==> src/rtl/bcd_to_binary_seq_pkg.sv <==
// Shared types and constants for the sequential BCD-to-binary converter.
package bcd2bin_pkg;

  localparam int DIGIT_W = 4;

  typedef enum logic [1:0] {
    IDLE,
    CONV,
    DONE
  } state_t;

  // Step counter width: must hold 0..4*DIGITS.
  function automatic int cnt_width(input int digits);
    return $clog2(DIGIT_W * digits + 1);
  endfunction

endpackage

==> src/rtl/bcd_to_binary_seq_bcd_digit_adjust.sv <==
// One BCD digit correction for reverse double dabble: subtract 3 when >= 8.
module bcd_digit_adjust
  import bcd2bin_pkg::*;
(
  input  logic [DIGIT_W-1:0] d_in,
  output logic [DIGIT_W-1:0] d_out
);

  always_comb begin
    d_out = (d_in >= 4'd8) ? d_in - 4'd3 : d_in;
  end

endmodule

==> src/rtl/bcd_to_binary_seq.sv <==
// Sequential BCD-to-binary converter, one shift/adjust step per clock.
// Optional invalid-digit check enabled by defining BCD2BIN_CHECK_EN.
module bcd_to_binary_seq
  import bcd2bin_pkg::*;
#(
  parameter int DIGITS = 3,
  parameter int BIN_W  = 8
) (
  input  logic                      clk,
  input  logic                      rst_n,
  input  logic                      start,
  input  logic [DIGIT_W*DIGITS-1:0] bcd_in,
  output logic                      busy,
  output logic                      done,
  output logic [BIN_W-1:0]          binary,
  output logic                      ovf,
  output logic                      err
);

  localparam int NB = DIGIT_W * DIGITS;
  localparam int WW = 2 * NB;
  localparam int CW = cnt_width(DIGITS);
  localparam logic [CW-1:0] LAST = CW'(NB - 1);

  state_t            state_q, state_d;
  logic [WW-1:0]     work_q, work_d;
  logic [CW-1:0]     cnt_q, cnt_d;
  logic [BIN_W-1:0]  binary_q, binary_d;
  logic              ovf_q, ovf_d;
  logic              err_q, err_d;

  logic [WW-1:0]     shifted;
  logic [WW-1:0]     stepped;
  logic [NB-1:0]     adj;
  logic [NB-1:0]     value;

  assign shifted = work_q >> 1;

  // Digit fields live in the upper half of the work register.
  for (genvar g = 0; g < DIGITS; g++) begin : g_adj
    bcd_digit_adjust u_adj (
      .d_in  (shifted[NB + DIGIT_W*g +: DIGIT_W]),
      .d_out (adj[DIGIT_W*g +: DIGIT_W])
    );
  end

  assign stepped = {adj, shifted[NB-1:0]};
  assign value   = stepped[NB-1:0];

`ifdef BCD2BIN_CHECK_EN
  logic invalid;
  always_comb begin
    invalid = 1'b0;
    for (int unsigned i = 0; i < DIGITS; i++) begin
      if (work_q[NB + DIGIT_W*i +: DIGIT_W] > 4'd9) invalid = 1'b1;
    end
  end
`endif

  always_comb begin
    state_d  = state_q;
    work_d   = work_q;
    cnt_d    = cnt_q;
    binary_d = binary_q;
    ovf_d    = ovf_q;
    err_d    = err_q;
    case (state_q)
      IDLE, DONE: begin
        if (start) begin
          work_d  = {bcd_in, {NB{1'b0}}};
          cnt_d   = '0;
          ovf_d   = 1'b0;
          err_d   = 1'b0;
          state_d = CONV;
        end else if (state_q == DONE) begin
          state_d = IDLE;
        end
      end
      CONV: begin
`ifdef BCD2BIN_CHECK_EN
        // The loaded digits are still unshifted on the first CONV cycle.
        if (cnt_q == '0 && invalid) begin
          err_d    = 1'b1;
          binary_d = '0;
          ovf_d    = 1'b0;
          state_d  = DONE;
        end else
`endif
        begin
          work_d = stepped;
          cnt_d  = cnt_q + 1'b1;
          if (cnt_q == LAST) begin
            state_d = DONE;
            if ((value >> BIN_W) != '0) begin
              ovf_d    = 1'b1;
              binary_d = '1;
            end else begin
              ovf_d    = 1'b0;
              binary_d = value[BIN_W-1:0];
            end
          end
        end
      end
      default: state_d = IDLE;
    endcase
  end

  always_ff @(posedge clk or negedge rst_n) begin
    if (!rst_n) begin
      state_q  <= IDLE;
      work_q   <= '0;
      cnt_q    <= '0;
      binary_q <= '0;
      ovf_q    <= 1'b0;
      err_q    <= 1'b0;
    end else begin
      state_q  <= state_d;
      work_q   <= work_d;
      cnt_q    <= cnt_d;
      binary_q <= binary_d;
      ovf_q    <= ovf_d;
      err_q    <= err_d;
    end
  end

  assign busy   = (state_q == CONV);
  assign done   = (state_q == DONE);
  assign binary = binary_q;
  assign ovf    = ovf_q;
  assign err    = err_q;

endmodule
==> config.mk <==
export PLATFORM = sky130hd
export DESIGN_NAME = bcd_to_binary_seq
export DESIGN_NICKNAME = d
export VERILOG_FILES = /design/src/rtl/bcd_to_binary_seq_pkg.sv /design/src/rtl/bcd_to_binary_seq_bcd_digit_adjust.sv /design/src/rtl/bcd_to_binary_seq.sv
export SDC_FILE = /design/constraint.sdc
export NUM_CORES = 1
export LEC_CHECK = 0
export ABC_AREA = 1
export BUFFER_PORTS_ARGS = -buffer_cell sky130_fd_sc_hd__buf_2
export CELL_PAD_IN_SITES_DETAIL_PLACEMENT = 0
export CELL_PAD_IN_SITES_GLOBAL_PLACEMENT = 1
export CORE_MARGIN = 2
export CORE_UTILIZATION = 25
export DETAILED_ROUTE_END_ITERATION = 16
export PLACE_DENSITY_LB_ADDON = 0.1
export SYNTH_ARGS = -nofsm -noshare
export SYNTH_HDL_FRONTEND = slang
export SYNTH_SLANG_ARGS = --single-unit
==> constraint.sdc <==
create_clock -name clk -period 1.1 [get_ports clk]
set_input_delay 0.165 -clock clk [delete_from_list [all_inputs] [get_ports clk]]
set_output_delay 0.165 -clock clk [all_outputs]
set_load 0.01 [all_outputs]
==> out/summary.txt, run 1 <==
Per-cell routed wire length -> 11.9 um
Post-DP HPWL -> 2.92 mm
Category of the worst setup path launch point -> flop
Final setup slack of the worst path -> -120 ps
Detailed-routing iteration count for the pre-antenna-repair pass -> 4
Total CTS buffers -> 5
Number of global-route vias before repair -> 1556
Cell types occupying the most area after synthesis -> sky130_fd_sc_hd__dfrtp_1 51%, sky130_fd_sc_hd__nand2_1 14%, sky130_fd_sc_hd__nand3_1 4.5%
Final weighted congestion in routability-driven placement -> 0.747
Number of vias in the routed layout -> 1569
Antenna Nets Post-Route -> 0
Clk_skew -> 11.2 ps
Maximum number of pins on one net before global-route repair -> 39
Maximum clock path buffer count -> 2
Maximum Capacitance Violations -> 0
Post-synthesis average cell area -> 8.72 um^2
Critical path origin -> state_q[1]
CTS clock-pin slew for the worst setup and hold paths -> 80 ps
Largest vdd supply drop -> 0.923 mV
Core ar. -> 7250 um^2
Clock period minus final worst setup slack -> 1220 ps
Ant. Diodes -> 0
Achievable Freq -> 820 MHz
Layout cells sized above 1 -> 0.372
I/O Buffers -> 25
Worst reg2reg setup slack -> -70 ps
RSZ-0062 raised after global routing -> yes
Standard-cell rows -> 31
First-pass GRT wire length -> 7.73 mm
Initial antenna violation count -> 0
Final setup violation count -> 19
I/O pin cnt -> 27
Reg-to-Reg End -> ovf
Number of cells traversed by the worst register-to-register path -> 7
Violations in the final reports -> negative setup slack
Final count of pins violating max slew -> 0
Biggest fanout along the worst timing path -> 3
Overall Global Routing Usage -> 0.119
Die outline height -> 90.6 um
Initial standard-cell utilization of the core -> 0.258
Most numerous cell types in the synthesized netlist -> 71 x sky130_fd_sc_hd__nand2_1, 38 x sky130_fd_sc_hd__dfrtp_1, 21 x sky130_fd_sc_hd__inv_1, 17 x sky130_fd_sc_hd__nand3_1
Cell taking the most area after synthesis -> sky130_fd_sc_hd__dfrtp_1
Cell at the root of the clock tree -> sky130_fd_sc_hd__clkbuf_8
Number of violations reported at the end of detailed-routing iteration 0 -> 26
DIE AREA -> 8210 um^2
Vias per inst -> 4.17
EDFF count, synth -> 0
CTS tree -> yes
Async set or reset register ratio after synthesis -> 1.00
Dominant synthesized flop cell -> sky130_fd_sc_hd__dfrtp_1
Run status -> finished, violations left
Post-Synthesis Cell Area -> 1870 um^2
RR Startpoint -> cnt_q[1]
Net total in the final layout -> 296
Leakage power summed over all cells -> 1.31 nW
Clock net sink count -> 38
Die width -> 90.6 um
Number of DRC violations after detailed routing -> 0
Total power after layout -> 8.05 mW
Ratio of total power to cell area -> 3060 nW/um^2
Setup crit end kind -> output port
Number of distinct library cells after synthesis -> 28
Congestion Overflow GR -> 0
Synthesized Nets -> 235
Final hold violation count -> 0
Clock network latency to the later pin of the worst-skew pair -> 290 ps
Final-layout setup total negative slack -> -887 ps
Syn-to-layout area delta -> 40.3%
Gate Count Post-Synth -> 215
Path type of the worst setup path -> reg -> out
Most common cell in the netlist -> sky130_fd_sc_hd__nand2_1
Share of Yosys cell area claimed by the top area cell type -> 0.507
CTS H-tree lvls -> 2
Arrival time of the worst setup path -> 1050 ps
Synthesis warning total -> 0
Hold Path Class -> in -> reg
Number of synthesized register bits -> 38
Aggregate routed wire length -> 4.49 mm
Worst setup path endpoint -> busy
Worst setup timing slack at the placement stage -> -57.2 ps
Data required time of the critical path -> 940 ps
Final critical-path share of the clock period -> 1.11
Share of the yosys chip area belonging to registers -> 0.507
Layout Utilization -> 0.362
[flip-flops by register name (all words and copies together) (netlist names)]
register  cells
cnt_q         4
state_q       2
binary        8
ovf           1
work_q       23
[worst min-delay path by stage]
stage	start	to	slack (ps)	depth (start not counted)
2_1_floorplan	rst_n	binary[0]	-130	0
3_3_place_gp	rst_n	work_q[21]	160	2
3_5_place_dp	rst_n	work_q[20]	160	2
4_1_cts	bcd_in[11]	work_q[23]	70	3
5_1_grt	bcd_in[4]	work_q[16]	80	3
6_report	bcd_in[11]	work_q[23]	80	3
[power breakdown]
part / total, mW / switching, mW / internal, mW
clock network: 1.49 / 0.523 / 0.968
registers: 2.43 / 0.392 / 2.04
logic: 4.14 / 2.18 / 1.96
total: 8.05 / 3.09 / 4.96
[logic make-up (layout without fill, tap and decap cells)]
kind of cell,after synthesis,in the layout,synth area share
AOI/OAI and AO/OA,21,21,0.0661
adders and majority gates,5,5,0.0334
buffers and inverters,31,92,0.0841
DFF,38,38,0.507
other,1,1,0.00200
and+or+nand+nor,119,120,0.307
[worst max-delay path: stages (launching register included)]
cell                      delay [ps]
sky130_fd_sc_hd__dfrtp_2         450
sky130_fd_sc_hd__nor2_8          190
sky130_fd_sc_hd__buf_6           130
[placed cells by master, fill, tap and decap left out, drive strengths merged, types with 2 or more instances in the layout]
| master | count |
|---|---|
| buf | 58 |
| ha | 5 |
| inv | 24 |
| nand3 | 19 |
| nor2 | 14 |
| o21ai | 7 |
| o22ai | 10 |
| nand4 | 9 |
| a21oi | 3 |
| bufinv | 2 |
| nand2 | 77 |
| clkbuf | 6 |
| dfrtp | 38 |
[through the flow]
stage / area, um^2 / instances / hold WS [ps]
after floorplan: 1880 / 215 / -131
after global placement: 2300 / 358 / 156
after detailed placement: 2300 / 358 / 155
after CTS: 2530 / 373 / 68.2
after global routing: 2630 / 376 / 83.9
final: 2630 / 376 / 76.7
[final cells by class]
type	instances	area, um^2
fill	775	4620
timing repair buffer	59	460
clock inverter	2	60.1
tap	99	124
multi-input combinational	147	838
inverter	25	111
clock buffer	6	82.6
sequential	38	952
[timing repair]
action | 4_1_cts | 5_1_grt
hold buffers | 1 | 0
setup endpoints to repair | 27 | 40
gates resized for setup | 10 | 25
pin swaps | 4 | 6
buffers inserted | 5 | 3
hold endpoints to repair | 38 | 0
cloned | 1 | 0
[layer usage]
metal	vias to the layer above	part of all wire	routed length [um]	GRT usage
li1	814	-	-	-
met1	732	0.51	2310	0.170
met2	18	0.45	2010	0.182
met3	5	0.028	124	0.0250
met4	0	0.011	50	0.0346
met5	-	0	0	0
Power figures use the tool's default switching activity.
==> inputs of run 2 (changes only) <==
SETUP_SLACK_MARGIN = 0.2   (was default)
==> run 2 against run 1 <==
Net effect: the flow still finishes with violations (negative setup slack); sequential share of layout area decreased by 3.8 points; largest cell class is now multi-input gates; combinational power is 33% higher; register-to-register slack worse by 30 ps; non-clock buffer count rose by 12; routed wire length rose by 7.9%; largest power group unchanged; die area stayed put; final cell count grew 2.9%.
==> out/summary.txt, run 2 (synthesis gave the netlist of run 1 again) <==
Maximum clock path buffer count -> 2 (unchanged)
Met3 Usage GRT -> 0.0317 (was 0.0250)
Clk_skew -> 5.07 ps (was 11.2 ps)
Hold Path Class -> in -> reg (unchanged)
Arrival time of the worst setup path -> 1070 ps (was 1050 ps)
Detailed-routing iteration count for the pre-antenna-repair pass -> 4 (unchanged)
Standard-cell rows -> 31 (unchanged)
Final hold violation count -> 0 (unchanged)
Core ar. -> 7250 um^2 (unchanged)
Largest register by flop count -> work_q (unchanged)
Layer with the highest usage -> met2 (unchanged)
Commonest cells after routing, fill and taps aside -> 53 x sky130_fd_sc_hd__nand2_1, 36 x sky130_fd_sc_hd__dfrtp_1, 24 x sky130_fd_sc_hd__buf_2 (was 63 x sky130_fd_sc_hd__nand2_1, 37 x sky130_fd_sc_hd__dfrtp_1, 24 x sky130_fd_sc_hd__buf_2)
I/O pin cnt -> 27 (unchanged)
Violations in the final reports -> negative setup slack (unchanged)
Number of DRC violations after detailed routing -> 0 (unchanged)
Path type of the worst setup path -> reg -> out (unchanged)
Final setup slack of the worst path -> -134 ps (was -120 ps)
Global routing met1 resource utilization -> 0.184 (was 0.170)
Cell at the root of the clock tree -> sky130_fd_sc_hd__clkbuf_8 (unchanged)
Total CTS buffers -> 5 (unchanged)
Initial standard-cell utilization of the core -> 0.258 (unchanged)
Final critical-path share of the clock period -> 1.12 (was 1.11)
Clock net sink count -> 38 (unchanged)
CTS tree -> yes (unchanged)
Biggest fanout along the worst timing path -> 2 (was 3)
Final weighted congestion in routability-driven placement -> 0.647 (was 0.747)
Die outline height -> 90.6 um (unchanged)
Overall Global Routing Usage -> 0.130 (was 0.119)
Layout Utilization -> 0.406 (was 0.362)
Ratio of total power to cell area -> 3030 nW/um^2 (was 3060 nW/um^2)
CTS clock-pin slew for the worst setup and hold paths -> 80 ps (about the same)
CTS H-tree lvls -> 2 (unchanged)
Layout cells sized above 1 -> 0.486 (was 0.372)
Flip-flop count of the largest register after layout -> 23 (unchanged)
Run status -> finished, violations left (unchanged)
Category of the worst setup path launch point -> flop (unchanged)
RSZ-0062 raised after global routing -> yes (unchanged)
Antenna Nets Post-Route -> 0 (unchanged)
Vias per inst -> 4.19 (was 4.17)
DIE AREA -> 8210 um^2 (unchanged)
Final count of pins violating max slew -> 0 (unchanged)
Final setup violation count -> 38 (was 19)
Clock period minus final worst setup slack -> 1230 ps (was 1220 ps)
Setup crit end kind -> output port (unchanged)
Maximum Capacitance Violations -> 0 (unchanged)
Smallest hold slack -> 77.3 ps (was 76.7 ps)
Congestion Overflow GR -> 0 (unchanged)
Largest vdd supply drop -> 0.811 mV (was 0.923 mV)
Most frequent standard cell in the layout excluding fill and tap cells -> sky130_fd_sc_hd__nand2_1 (unchanged)
Per-cell routed wire length -> 12.5 um (was 11.9 um)
Post-DP HPWL -> 3.04 mm (was 2.92 mm)
First-pass GRT wire length -> 8.47 mm (was 7.73 mm)
Number of violations reported at the end of detailed-routing iteration 0 -> 43 (was 26)
Ant. Diodes -> 0 (unchanged)
Clock network latency to the later pin of the worst-skew pair -> 290 ps (about the same)
Achievable Freq -> 810 MHz (was 820 MHz)
I/O Buffers -> 25 (unchanged)
Total power after layout -> 8.92 mW (was 8.05 mW)
Number of vias in the routed layout -> 1622 (was 1569)
Data required time of the critical path -> 940 ps (about the same)
Worst setup timing slack at the placement stage -> -27.9 ps (was -57.2 ps)
Net total in the final layout -> 308 (was 296)
Maximum number of pins on one net before global-route repair -> 39 (unchanged)
Initial antenna violation count -> 0 (unchanged)
Syn-to-layout area delta -> 57.0% (was 40.3%)
Met2 Track Usage GR -> 0.197 (was 0.182)
Die width -> 90.6 um (unchanged)
Final-layout setup total negative slack -> -2370 ps (was -887 ps)
Number of global-route vias before repair -> 1695 (was 1556)
Aggregate routed wire length -> 4.84 mm (was 4.49 mm)
Leakage power summed over all cells -> 1.46 nW (was 1.31 nW)
run 2: changes by cell type in the layout (fill, tap and decap cells not counted), moves of 3 or more:
| cell | delta |
|---|---|
| sky130_fd_sc_hd__nand3_2 | +4 |
| sky130_fd_sc_hd__inv_2 | -3 |
| sky130_fd_sc_hd__nand2_2 | +7 |
| sky130_fd_sc_hd__o22ai_4 | +3 |
| sky130_fd_sc_hd__o22ai_2 | +7 |
| sky130_fd_sc_hd__nand3_1 | -4 |
| sky130_fd_sc_hd__nand2_1 | -10 |
| sky130_fd_sc_hd__buf_12 | +3 |
| sky130_fd_sc_hd__buf_6 | +9 |
| sky130_fd_sc_hd__o21ai_2 | +3 |
| sky130_fd_sc_hd__inv_1 | +3 |
| sky130_fd_sc_hd__o22ai_1 | -10 |
run 2: area by class of cell:
class | count | area (um^2)
Clock buffer | 5 | 68.8
Clock inverter | 2 | 10.0
Fill cell | 764 | 4310
Inverter | 25 | 114
Multi-Input combinational cell | 146 | 1000
Sequential cell | 38 | 953
Tap cell | 99 | 124
Timing Repair Buffer | 71 | 659
Timing Repair inverter | 1 | 11.3
run 2: worst max-delay path, stage by stage, from the launching register on:
cell and delay, ps:
sky130_fd_sc_hd__dfrtp_2 420, sky130_fd_sc_hd__inv_2 70, sky130_fd_sc_hd__buf_6 110, sky130_fd_sc_hd__nor2_2 60, sky130_fd_sc_hd__buf_2 120
run 2: path summary, 6_finish.rpt:
kind / endpoint / slack [ps] / from / cells after the start
setup / recovery: done / -130 / state_q[1] / 4
hold / removal: work_q[23] / 80 / bcd_in[11] / 3
setup reg to reg: work_q[20] / -100 / state_q[0] / 7
hold reg to reg: binary[5] / 480 / binary[5] / 2
max in group asynchronous: state_q[1] / 520 / rst_n / 3
min in group asynchronous: work_q[15] / 370 / rst_n / 3
run 2: layer usage:
layer / share of wire / routed length, um
met2: 0.45 / 2180
met5: 0 / 0
met3: 0.036 / 176
met1: 0.50 / 2440
met4: 0.0099 / 48
run 2: power by group:
group	switching, mW	leakage (nW)	internal, mW
combinational	2.66	0.952	2.85
clock	0.488	0.0438	0.426
sequential	0.462	0.465	2.04
run 2: timing repair:
| item | 4_1_cts | 5_1_grt |
|---|---|---|
| pin swaps | 7 | 6 |
| buffers inserted | 17 | 4 |
| cloned | 3 | 0 |
| gates resized for setup | 59 | 19 |
| hold buffers | 1 | 0 |
| hold endpoints to repair | 38 | 0 |
| endpoints found under the setup margin | 49 | 49 |
run 2: per-stage QoR:
stage,std cells,instance area (um^2)
after floorplan,215,1880
after global placement,355,2290
after detailed placement,355,2290
after CTS,383,2830
after global routing,387,2940
final,387,2940
==> inputs of run 3 (changes only) <==
GPL_TIMING_DRIVEN = 0   (was default)
==> run 3 against run 2 <==
Net effect: the run ends with negative hold slack, negative setup slack left; non-clock buffer count shrank 18; flip-flop and latch count is the same; routed wire length shrank 11%; critical path type unchanged; critical endpoint is now busy; largest cell class is now flip-flops and latches.
==> out/summary.txt, run 3 (synthesis gave the netlist of run 1 again) <==
First-pass GRT wire length -> 7.45 mm (was 8.47 mm)
Final hold violation count -> 6 (was 0)
Logic gate share of total power -> 0.521 (was 0.617)
Standard-cell rows -> 31 (unchanged)
Global routing met1 resource utilization -> 0.167 (was 0.184)
Congestion Overflow GR -> 0 (unchanged)
Die width -> 90.6 um (unchanged)
Largest vdd supply drop -> 0.830 mV (was 0.811 mV)
Met2 Track Usage GR -> 0.162 (was 0.197)
Antenna Nets Post-Route -> 0 (unchanged)
Clock net sink count -> 38 (unchanged)
Worst setup timing slack at the placement stage -> -160 ps (was -27.9 ps)
Internal power consumption -> 4.29 mW (was 5.31 mW)
Post-DP HPWL -> 2.83 mm (was 3.04 mm)
Ratio of total power to cell area -> 2950 nW/um^2 (was 3030 nW/um^2)
Layer with the highest usage -> met1 (was met2)
Core ar. -> 7250 um^2 (unchanged)
DIE AREA -> 8210 um^2 (unchanged)
Multi-input gate area in the final layout -> 821 um^2 (was 1000 um^2)
Achievable Freq -> 796 MHz (was 810 MHz)
Final weighted congestion in routability-driven placement -> 0.685 (was 0.647)
Total CTS buffers -> 5 (unchanged)
Leakage power summed over all cells -> 1.21 nW (was 1.46 nW)
Most frequent standard cell in the layout excluding fill and tap cells -> sky130_fd_sc_hd__nand2_1 (unchanged)
Maximum number of pins on one net before global-route repair -> 39 (unchanged)
Final critical-path share of the clock period -> 1.14 (was 1.12)
RSZ-0062 raised after global routing -> yes (unchanged)
Critical path origin -> state_q[0] (was state_q[1])
Worst reg2reg setup slack -> -70 ps (was -100 ps)
Fraction of power consumed by sequential logic -> 0.337 (was 0.280)
RR Startpoint -> state_q[0] (unchanged)
Ant. Diodes -> 0 (unchanged)
Overall Global Routing Usage -> 0.114 (was 0.130)
Final setup slack of the worst path -> -156 ps (was -134 ps)
Net switching power -> 2.97 mW (was 3.61 mW)
Final count of pins violating max slew -> 0 (unchanged)
I/O Buffers -> 25 (unchanged)
Hold Path Class -> in -> async (was in -> reg)
CTS tree -> yes (unchanged)
I/O pin cnt -> 27 (unchanged)
Final setup violation count -> 32 (was 38)
Syn-to-layout area delta -> 31.2% (was 57.0%)
Die outline height -> 90.6 um (unchanged)
Commonest cells after routing, fill and taps aside -> 68 x sky130_fd_sc_hd__nand2_1, 37 x sky130_fd_sc_hd__dfrtp_1, 24 x sky130_fd_sc_hd__buf_4 (was 53 x sky130_fd_sc_hd__nand2_1, 36 x sky130_fd_sc_hd__dfrtp_1, 24 x sky130_fd_sc_hd__buf_2)
Biggest fanout along the worst timing path -> 2 (unchanged)
Clock period minus final worst setup slack -> 1260 ps (was 1230 ps)
Largest stage delay on the critical path -> 390 ps (was 420 ps)
Setup crit end kind -> output port (unchanged)
Smallest hold slack -> -4.97 ps (was 77.3 ps)
Aggregate routed wire length -> 4.33 mm (was 4.84 mm)
Vias per inst -> 4.16 (was 4.19)
Cell at the root of the clock tree -> sky130_fd_sc_hd__clkbuf_8 (unchanged)
CTS H-tree lvls -> 2 (unchanged)
Clk_skew -> 6.75 ps (was 5.07 ps)
CTS clock-pin slew for the worst setup and hold paths -> 80 ps (about the same)
Path type of the worst setup path -> reg -> out (unchanged)
Violations in the final reports -> negative hold slack, negative setup slack (was negative setup slack)
Arrival time of the worst setup path -> 1090 ps (was 1070 ps)
Per-cell routed wire length -> 11.7 um (was 12.5 um)
Data required time of the critical path -> 940 ps (about the same)
Part of the total power dissipated in the clock network -> 0.142 (was 0.102)
Maximum Capacitance Violations -> 0 (unchanged)
Layout cells sized above 1 -> 0.330 (was 0.486)
Sequential cell area -> 952 um^2 (was 953 um^2)
Number of vias in the routed layout -> 1536 (was 1622)
Reg-to-Reg End -> binary[3] (was work_q[20])
Initial antenna violation count -> 0 (unchanged)
Number of global-route vias before repair -> 1496 (was 1695)
Number of fillers in the final layout -> 785 (was 764)
Flip-flop count of the largest register after layout -> 23 (unchanged)
Category of the worst setup path launch point -> flop (unchanged)
Number of DRC violations after detailed routing -> 0 (unchanged)
Total power after layout -> 7.26 mW (was 8.92 mW)
Largest register by flop count -> work_q (unchanged)
Number of violations reported at the end of detailed-routing iteration 0 -> 22 (was 43)
Layout Utilization -> 0.339 (was 0.406)
Worst setup path endpoint -> busy (was done)
Max stage delay cell, worst path -> sky130_fd_sc_hd__dfrtp_1 (was sky130_fd_sc_hd__dfrtp_2)
Switching share of power -> 0.410 (was 0.405)
Met3 Usage GRT -> 0.0292 (was 0.0317)
Measured slew at the worst slew-check pin -> 912 ps
Chain of cells forming the critical path -> inv_2, nor2_8, buf_12, buf_6 (was inv_2, buf_6, nor2_2, buf_2)
Run status -> finished, violations left (unchanged)
Clock network latency to the later pin of the worst-skew pair -> 290 ps (about the same)
Initial standard-cell utilization of the core -> 0.258 (unchanged)
Net total in the final layout -> 289 (was 308)
Detailed-routing iteration count for the pre-antenna-repair pass -> 4 (unchanged)
Number of cells traversed by the worst register-to-register path -> 7 (unchanged)
Relative slew slack -> 0.392
Maximum clock path buffer count -> 2 (unchanged)
run 3: per-stage QoR:
step                area [um^2]  TNS (ps)  instances
floorplan                  1880      -186        215
global route               2460     -4050        369
finish                     2460     -1130        369
global placement           2130     -3480        339
CTS                        2390     -1910        366
detailed placement         2130     -3390        339
run 3: per-layer routing:
metal	share of wire	routed length [um]
met5	0	0
met4	0.015	63
met3	0.034	146
met2	0.42	1810
met1	0.53	2300
run 3: cell type report:
type,instances,share of cell area
buffer,6,0.0229
clock buffer,7,0.0351
clock inverter,1,0.00203
inverter,25,0.0458
multi-input combinational,146,0.334
sequential,38,0.387
tap,99,0.0504
timing repair buffer,47,0.123
run 3: worst min-delay path by stage:
stage / endpoint / slack (ps) / cells past startpoint
floorplan: binary[0] / -130 / 0
global placement: work_q[15] / 370 / 1
detailed placement: work_q[15] / 360 / 1
CTS: work_q[15] / 30 / 1
global route: work_q[15] / 70 / 1
finish: work_q[15] / -5 / 1
run 3: timing repair:
action	CTS	global route
hold buffers	0	0
setup buffers	19	3
gates cloned	0	0
pin swaps	3	1
gates resized for setup	8	10
endpoints found under the setup margin	49	49
run 3: power by group through the flow:
stage / Sequential (mW) / Clock, mW / Combinational, mW
final: 2.45 / 1.03 / 3.79
after global routing: 2.53 / 1.14 / 4.27
after CTS: 2.44 / 1.08 / 3.63
after detailed placement: 2.54 / 0 / 2.94
after global placement: 2.53 / 0 / 2.94
after floorplan: 2.52 / 0 / 2.14
run 3: critical path: cells and delay by family, from the launching register on:
kind | cells | cell delay [ps]
flip-flops | 1 | 390
AND/OR/NAND/NOR | 1 | 50
buffers and inverters | 3 | 350
